$ cat src/rtl/sram_port_pkg.sv
// Shared constants, word/mask types and lane-parity helpers for the SRAM port controller.
package sram_port_pkg;

    localparam int unsigned LANES  = 32;
    localparam int unsigned LANE_W = 9;
    localparam int unsigned ADDR_W = 8;
    localparam int unsigned WORD_W = LANES * LANE_W;

    typedef logic [WORD_W-1:0] word_t;
    typedef logic [LANES-1:0]  mask_t;
    typedef logic [ADDR_W-1:0] addr_t;

    typedef struct packed {
        word_t data;
        mask_t perr;
    } rsp_entry_t;

    // Even parity: the returned bit makes the 9-bit lane carry an even number of ones.
    function automatic logic lane_parity(input logic [LANE_W-2:0] d);
        return ^d;
    endfunction

    function automatic word_t fill_parity(input word_t w);
        word_t r;
        r = w;
        for (int unsigned i = 0; i < LANES; i++) begin
            r[i*LANE_W + LANE_W-1] = lane_parity(w[i*LANE_W +: LANE_W-1]);
        end
        return r;
    endfunction

    function automatic mask_t check_parity(input word_t w);
        mask_t m;
        m = '0;
        for (int unsigned i = 0; i < LANES; i++) begin
            m[i] = w[i*LANE_W + LANE_W-1] ^ lane_parity(w[i*LANE_W +: LANE_W-1]);
        end
        return m;
    endfunction

endpackage

$ cat src/rtl/sram_port_rsp_fifo.sv
// In-order read-response FIFO holding captured data plus per-lane parity flags.
module sram_port_rsp_fifo
    import sram_port_pkg::*;
#(
    parameter int unsigned DEPTH = 2,
    localparam int unsigned CNT_W = $clog2(DEPTH + 1)
) (
    input  logic             clock,
    input  logic             reset,
    input  logic             push,
    input  word_t            push_data,
    input  mask_t            push_perr,
    input  logic             pop,
    output word_t            head_data,
    output mask_t            head_perr,
    output logic             empty,
    output logic [CNT_W-1:0] count
);

    localparam int unsigned PTR_W = (DEPTH > 1) ? $clog2(DEPTH) : 1;

    rsp_entry_t       mem_q [DEPTH];
    rsp_entry_t       mem_d [DEPTH];
    logic [PTR_W-1:0] wr_ptr_q, wr_ptr_d;
    logic [PTR_W-1:0] rd_ptr_q, rd_ptr_d;
    logic [CNT_W-1:0] count_q, count_d;
    logic             pop_ok;

    // Wraps explicitly so non-power-of-two depths (3) stay in range.
    function automatic logic [PTR_W-1:0] ptr_inc(input logic [PTR_W-1:0] p);
        return (p == PTR_W'(DEPTH - 1)) ? '0 : p + PTR_W'(1);
    endfunction

    always_comb begin
        pop_ok   = pop && (count_q != '0);
        mem_d    = mem_q;
        wr_ptr_d = wr_ptr_q;
        rd_ptr_d = rd_ptr_q;
        count_d  = count_q;
        if (push) begin
            mem_d[wr_ptr_q] = '{data: push_data, perr: push_perr};
            wr_ptr_d        = ptr_inc(wr_ptr_q);
        end
        if (pop_ok) begin
            rd_ptr_d = ptr_inc(rd_ptr_q);
        end
        case ({push, pop_ok})
            2'b10:   count_d = count_q + CNT_W'(1);
            2'b01:   count_d = count_q - CNT_W'(1);
            default: count_d = count_q;
        endcase
    end

    always_ff @(posedge clock) begin
        if (reset) begin
            wr_ptr_q <= '0;
            rd_ptr_q <= '0;
            count_q  <= '0;
        end else begin
            wr_ptr_q <= wr_ptr_d;
            rd_ptr_q <= rd_ptr_d;
            count_q  <= count_d;
        end
    end

    always_ff @(posedge clock) begin
        mem_q <= mem_d;
    end

    always_comb begin
        empty     = (count_q == '0);
        count     = count_q;
        head_data = empty ? '0 : mem_q[rd_ptr_q].data;
        head_perr = empty ? '0 : mem_q[rd_ptr_q].perr;
    end

endmodule

$ cat src/rtl/sram_port_ctrl.sv
// Initiator-side controller for the 256x288 byte-masked one-port SRAM macro.
// Optional lane parity generation/checking enabled by SRAM_PORT_CTRL_PARITY_EN.
module sram_port_ctrl #(
    parameter int unsigned RSP_DEPTH = 2,
    parameter int unsigned LANES     = 32,
    parameter int unsigned LANE_W    = 9,
    parameter int unsigned ADDR_W    = 8
) (
    input  logic                    clock,
    input  logic                    reset,
    input  logic                    req_valid,
    output logic                    req_ready,
    input  logic                    req_write,
    input  logic [ADDR_W-1:0]       req_addr,
    input  logic [LANES*LANE_W-1:0] req_wdata,
    input  logic [LANES-1:0]        req_wmask,
    output logic                    rsp_valid,
    input  logic                    rsp_ready,
    output logic [LANES*LANE_W-1:0] rsp_rdata,
    output logic [LANES-1:0]        rsp_perr,
    input  logic                    volt_sel_in,
    output logic                    sram_valid,
    output logic                    sram_write,
    output logic [ADDR_W-1:0]       sram_addr,
    output logic [LANES*LANE_W-1:0] sram_wdata,
    output logic [LANES-1:0]        sram_wmask,
    input  logic [LANES*LANE_W-1:0] sram_rdata,
    output logic                    sram_volt_sel
);

    import sram_port_pkg::*;

    localparam int unsigned CNT_W = $clog2(RSP_DEPTH + 1);

    logic             inflight_q, inflight_d;
    logic [CNT_W-1:0] fifo_count;
    logic             fifo_empty;
    logic             rsp_pop;
    logic             accept;
    logic [3:0]       credits_used;
    word_t            wdata_fmt;
    mask_t            rd_perr;
    word_t            head_data;
    mask_t            head_perr;

    always_comb begin
`ifdef SRAM_PORT_CTRL_PARITY_EN
        wdata_fmt = fill_parity(req_wdata);
        rd_perr   = check_parity(sram_rdata);
`else
        wdata_fmt = req_wdata;
        rd_perr   = '0;
`endif
    end

    // Credits count both queued responses and the read whose data is on the bus this cycle;
    // a same-cycle pop returns its credit immediately so a full FIFO can still accept.
    always_comb begin
        rsp_pop      = rsp_valid & rsp_ready;
        credits_used = 4'(fifo_count) + 4'(inflight_q) - 4'(rsp_pop);
        req_ready    = ~reset & (credits_used < 4'(RSP_DEPTH));
        accept       = req_valid & req_ready;
        inflight_d   = accept & ~req_write;
    end

    always_comb begin
        sram_valid    = accept;
        sram_write    = accept & req_write;
        sram_addr     = accept ? req_addr  : '0;
        sram_wdata    = accept ? wdata_fmt : '0;
        sram_wmask    = accept ? req_wmask : '0;
        sram_volt_sel = volt_sel_in;
    end

    always_ff @(posedge clock) begin
        if (reset) begin
            inflight_q <= 1'b0;
        end else begin
            inflight_q <= inflight_d;
        end
    end

    sram_port_rsp_fifo #(
        .DEPTH (RSP_DEPTH)
    ) u_rsp_fifo (
        .clock     (clock),
        .reset     (reset),
        .push      (inflight_q),
        .push_data (sram_rdata),
        .push_perr (rd_perr),
        .pop       (rsp_pop),
        .head_data (head_data),
        .head_perr (head_perr),
        .empty     (fifo_empty),
        .count     (fifo_count)
    );

    always_comb begin
        rsp_valid = ~fifo_empty;
        rsp_rdata = head_data;
        rsp_perr  = head_perr;
    end

endmodule

$ cat config.mk
export PLATFORM = sky130hd
export DESIGN_NAME = sram_port_ctrl
export DESIGN_NICKNAME = d
export VERILOG_FILES = /design/src/rtl/sram_port_pkg.sv /design/src/rtl/sram_port_rsp_fifo.sv /design/src/rtl/sram_port_ctrl.sv
export SDC_FILE = /design/constraint.sdc
export NUM_CORES = 1
export LEC_CHECK = 0
export BUFFER_PORTS_ARGS = -buffer_cell sky130_fd_sc_hd__buf_2
export CAP_MARGIN = 20
export CORE_AREA = 2 2 494 496
export DETAILED_ROUTE_END_ITERATION = 10
export DIE_AREA = 0 0 496 498
export PLACE_DENSITY = 0.3
export SLEW_MARGIN = 20
export SYNTH_ARGS = -nofsm -noshare
export SYNTH_HDL_FRONTEND = slang
export SYNTH_SLANG_ARGS = --single-unit
$ cat constraint.sdc
create_clock -name clock -period 17.45 [get_ports clock]
set_input_delay 2.6175 -clock clock [delete_from_list [all_inputs] [get_ports clock]]
set_output_delay 2.6175 -clock clock [all_outputs]
set_load 0.05 [all_outputs]
==> flow_metrics.env <==
export IMPL_worst_ir_drop_vdd_uv=205
export IMPL_rrSetupSlack_ps=13240
export IMPL_ys_flop_type="edfxtp_1"
export IMPL_final_setup_tns_ps=0
export IMPL_internal_power_mw=3.17
export IMPL_dp_hpwl_um=156000
export IMPL_cp_max_fo=183
export IMPL_syn_area_um2=26100
export IMPL_root_buffer="clkbuf_16"
export IMPL_min_to="u_rsp_fifo.wr_ptr_q$_SDFFE_PP0P_"
export IMPL_regToRegEndpoint="u_rsp_fifo.mem_q[611]$_DFFE_PP_"
export IMPL_insertion_delay_ps=680
export IMPL_yosys_warnings=0
export IMPL_power_total_mw=6.62
export IMPL_drtIter0Drc=1440
export IMPL_hold_viol=0
export IMPL_async_reset_ff_share_pct=0
export IMPL_whs_path_depth=2
export IMPL_vias=22753
export IMPL_switching_power_mw=3.45
export IMPL_hold_start="u_rsp_fifo.wr_ptr_q$_SDFFE_PP0P_"
export IMPL_netlist_top_cells_area="edfxtp_1 (66%), mux2i_1 (11%), a21oi_1 (6.3%)"
export IMPL_stdcell_area_um2=38300
export IMPL_synth_edf_count=576
export IMPL_post_route_period_util_pct=54.5
export IMPL_rr_startpoint="inflight_q$_SDFF_PP0_"
export IMPL_place_area_um2=35600
export IMPL_wl_per_cell_um=29.2
export IMPL_fin_cells=6567
export IMPL_start_util_pct=10.8
export IMPL_port_buffers=1240
export IMPL_r2r_cells=6
export IMPL_dp_cells=6353
export IMPL_ios=1275
export IMPL_combinationalPowerShare_pct=50.8
export IMPL_area_growth_pct=46.5
export IMPL_dieArea_um2=247000
export IMPL_drcViolationCount=0
export IMPL_setup_violations_final=0
export IMPL_dr_pass1_iters=7
export IMPL_achievable_frequency_mhz=105
export IMPL_worstPathArrival_ps=6900
export IMPL_finalMaxSlewViolations=0
export IMPL_die_x_um=496
export IMPL_cts_buffer_depth=3
export IMPL_hp_class="flop to flop"
export IMPL_timing_hold_ws_ps=593
export IMPL_finalCoreUtilization_pct=15.8
export IMPL_switching_share_pct=52.2
export IMPL_p_per_area_nw_per_um2=173
export IMPL_gp_congestion=0.900
export IMPL_coreArea_um2=242000
export IMPL_drive_gt1_share_pct=42.1
export IMPL_worstSetupStartpointType="primary input"
export IMPL_grt_pass1_wl_um=240000
export IMPL_postRouteAntennaNets=0
export IMPL_syn_inst=2093
export IMPL_cts_num_sinks=581
export IMPL_leakage_nw=14.8
export IMPL_rows=181
export IMPL_antenna_found_initial=156
export IMPL_wirelength_um=192000
export IMPL_nNetsFinal=3857
export IMPL_drv_cap=0
export IMPL_period_minus_slack_ps=9520
export IMPL_synthDominantCellAreaShare_pct=66.2
export IMPL_clkTransAtPathRegs_ps=60
export IMPL_met3_usage_pct=6.12
export IMPL_ys_seq_area_share_pct=66.6
export IMPL_met1_usage_pct=14.5
export IMPL_h_tree_depth=3
export IMPL_grt_ovfl_total=0
export IMPL_cts_buffers=78
export IMPL_cts_hold_buf=0
export IMPL_status="finished, final reports clean"
export IMPL_grtUsageMet2_pct=26.5
export IMPL_worst_pin_slew_ps=1150
export IMPL_seq_power_share_pct=25.5
export IMPL_layout_setup_ws_ps=7930
export IMPL_synth_top_area_cell="edfxtp_1"
export IMPL_cts_tree="done"
export IMPL_post_cts_resized=0
export IMPL_gr_usage_all_layers_pct=14.9
export IMPL_worst_setup_path_type="primary input to output port"
export IMPL_fin_skew_ps=42.5
export IMPL_rsz0062_at_grt="no"
export IMPL_cts_setup_buffers=0
export IMPL_ys_types=28
export IMPL_cp_end_kind="output port"
export IMPL_dp_slack_ps=7750
export IMPL_via_per_inst=3.46
export IMPL_ys_seq_elements=581
export IMPL_synth_area_per_cell_um2=12.5
export IMPL_grt_pass1_vias=22839
export IMPL_crit_required_ps=14830
export IMPL_grt_max_degree=210
export IMPL_slew_headroom_pct=23.5
export IMPL_clock_power_share_pct=23.7
export IMPL_grt_busiest_layer="met2"
export IMPL_fp_dieH_um=498
-- flip-flops by register name, summed over array words and instances, names as in the netlist --
register and cells:
u_rsp_fifo.mem_q 576, u_rsp_fifo.count 2, u_rsp_fifo.wr_ptr_q 1, u_rsp_fifo.rd_ptr_q 1
inflight_q 1
-- cells by family (layout without fill, tap and decap cells) --
kind of cell    count (synthesis)  after routing  synth area share, %
buf+inv                       250           1420                 4.77
other cells                     1            103               0.0144
fa+ha+maj                       4              4                0.220
mux                           288            288                 11.0
xor+xnor                        4              4                0.134
simple gates                  628            628                 10.7
flops                         581            581                 66.6
compound gates                337            337                 6.56
-- power by group through the flow --
stage	registers, mW	clock network (mW)	logic [mW]
finish	1.68	1.57	3.36
global route	1.69	1.69	3.53
CTS	1.69	1.64	3.44
detailed placement	1.72	0	3.44
global placement	1.71	0	3.44
floorplan	1.75	0	2.33
-- worst max-delay path by stage --
stage	from	end	slack [ps]	cells after the start
final	rsp_ready	sram_wdata[89]	7930	11
after global routing	rsp_ready	sram_wdata[213]	7740	11
after CTS	rsp_ready	sram_wdata[89]	7740	11
after detailed placement	rsp_ready	sram_wdata[89]	7750	11
after global placement	rsp_ready	sram_wdata[184]	7820	11
after floorplan	inflight_q$_SDFF_PP0_	u_rsp_fifo.mem_q[352]$_DFFE_PP_	4110	2
-- worst max-delay path, cell delays in order --
cell and delay [ps]:
buf_2 110, o21a_1 110, ha_1 280, nor2b_2 210
fa_1 480, nor2_4 660, buf_12 600, buf_6 640
nand3_1 160, a21oi_1 230, buf_2 310
-- metal layers --
layer	up-vias	share of wire [%]
li1	10020	-
met1	11137	33
met2	1169	51
met3	323	9.7
met4	104	5.8
met5	-	0.33
-- final cells by class --
| class | instances | area [µm²] |
|---|---|---|
| fillers | 27387 | 204000 |
| flip-flops and latches | 581 | 17400 |
| multi-input cells | 1293 | 7630 |
| repair buffers | 1271 | 6530 |
| well taps | 3202 | 4010 |
| clock buffers | 98 | 2030 |
| clock inverters | 45 | 475 |
| diodes | 71 | 178 |
| inverters | 6 | 22.5 |
-- layout by cell type, fill, tap and decap left out, types with 3 or more instances in the layout --
cell type / instances
xnor2_1: 3
clkbuf_1: 20
inv_1: 6
clkinv_2: 10
dfxtp_1: 4
nand3_1: 329
bufinv_16: 4
buf_6: 4
buf_2: 1239
mux2i_1: 288
buf_4: 22
edfxtp_1: 576
clkinv_4: 5
nor2_4: 3
conb_1: 32
clkbuf_16: 78
clkinv_16: 5
nor2_1: 291
ha_1: 3
a21oi_1: 330
diode_2: 71
clkinv_1: 17
buf_12: 5
-- synthesized netlist by cell type, drive strengths merged, types with 2 or more instances --
cell type / count
nor2: 294
o21a: 2
ha: 3
buf: 175
dfxtp: 5
edfxtp: 576
clkbuf: 69
a21oi: 331
inv: 6
xnor2: 3
nand3: 329
mux2i: 288
No activity file was read; power rests on OpenSTA's default activity.
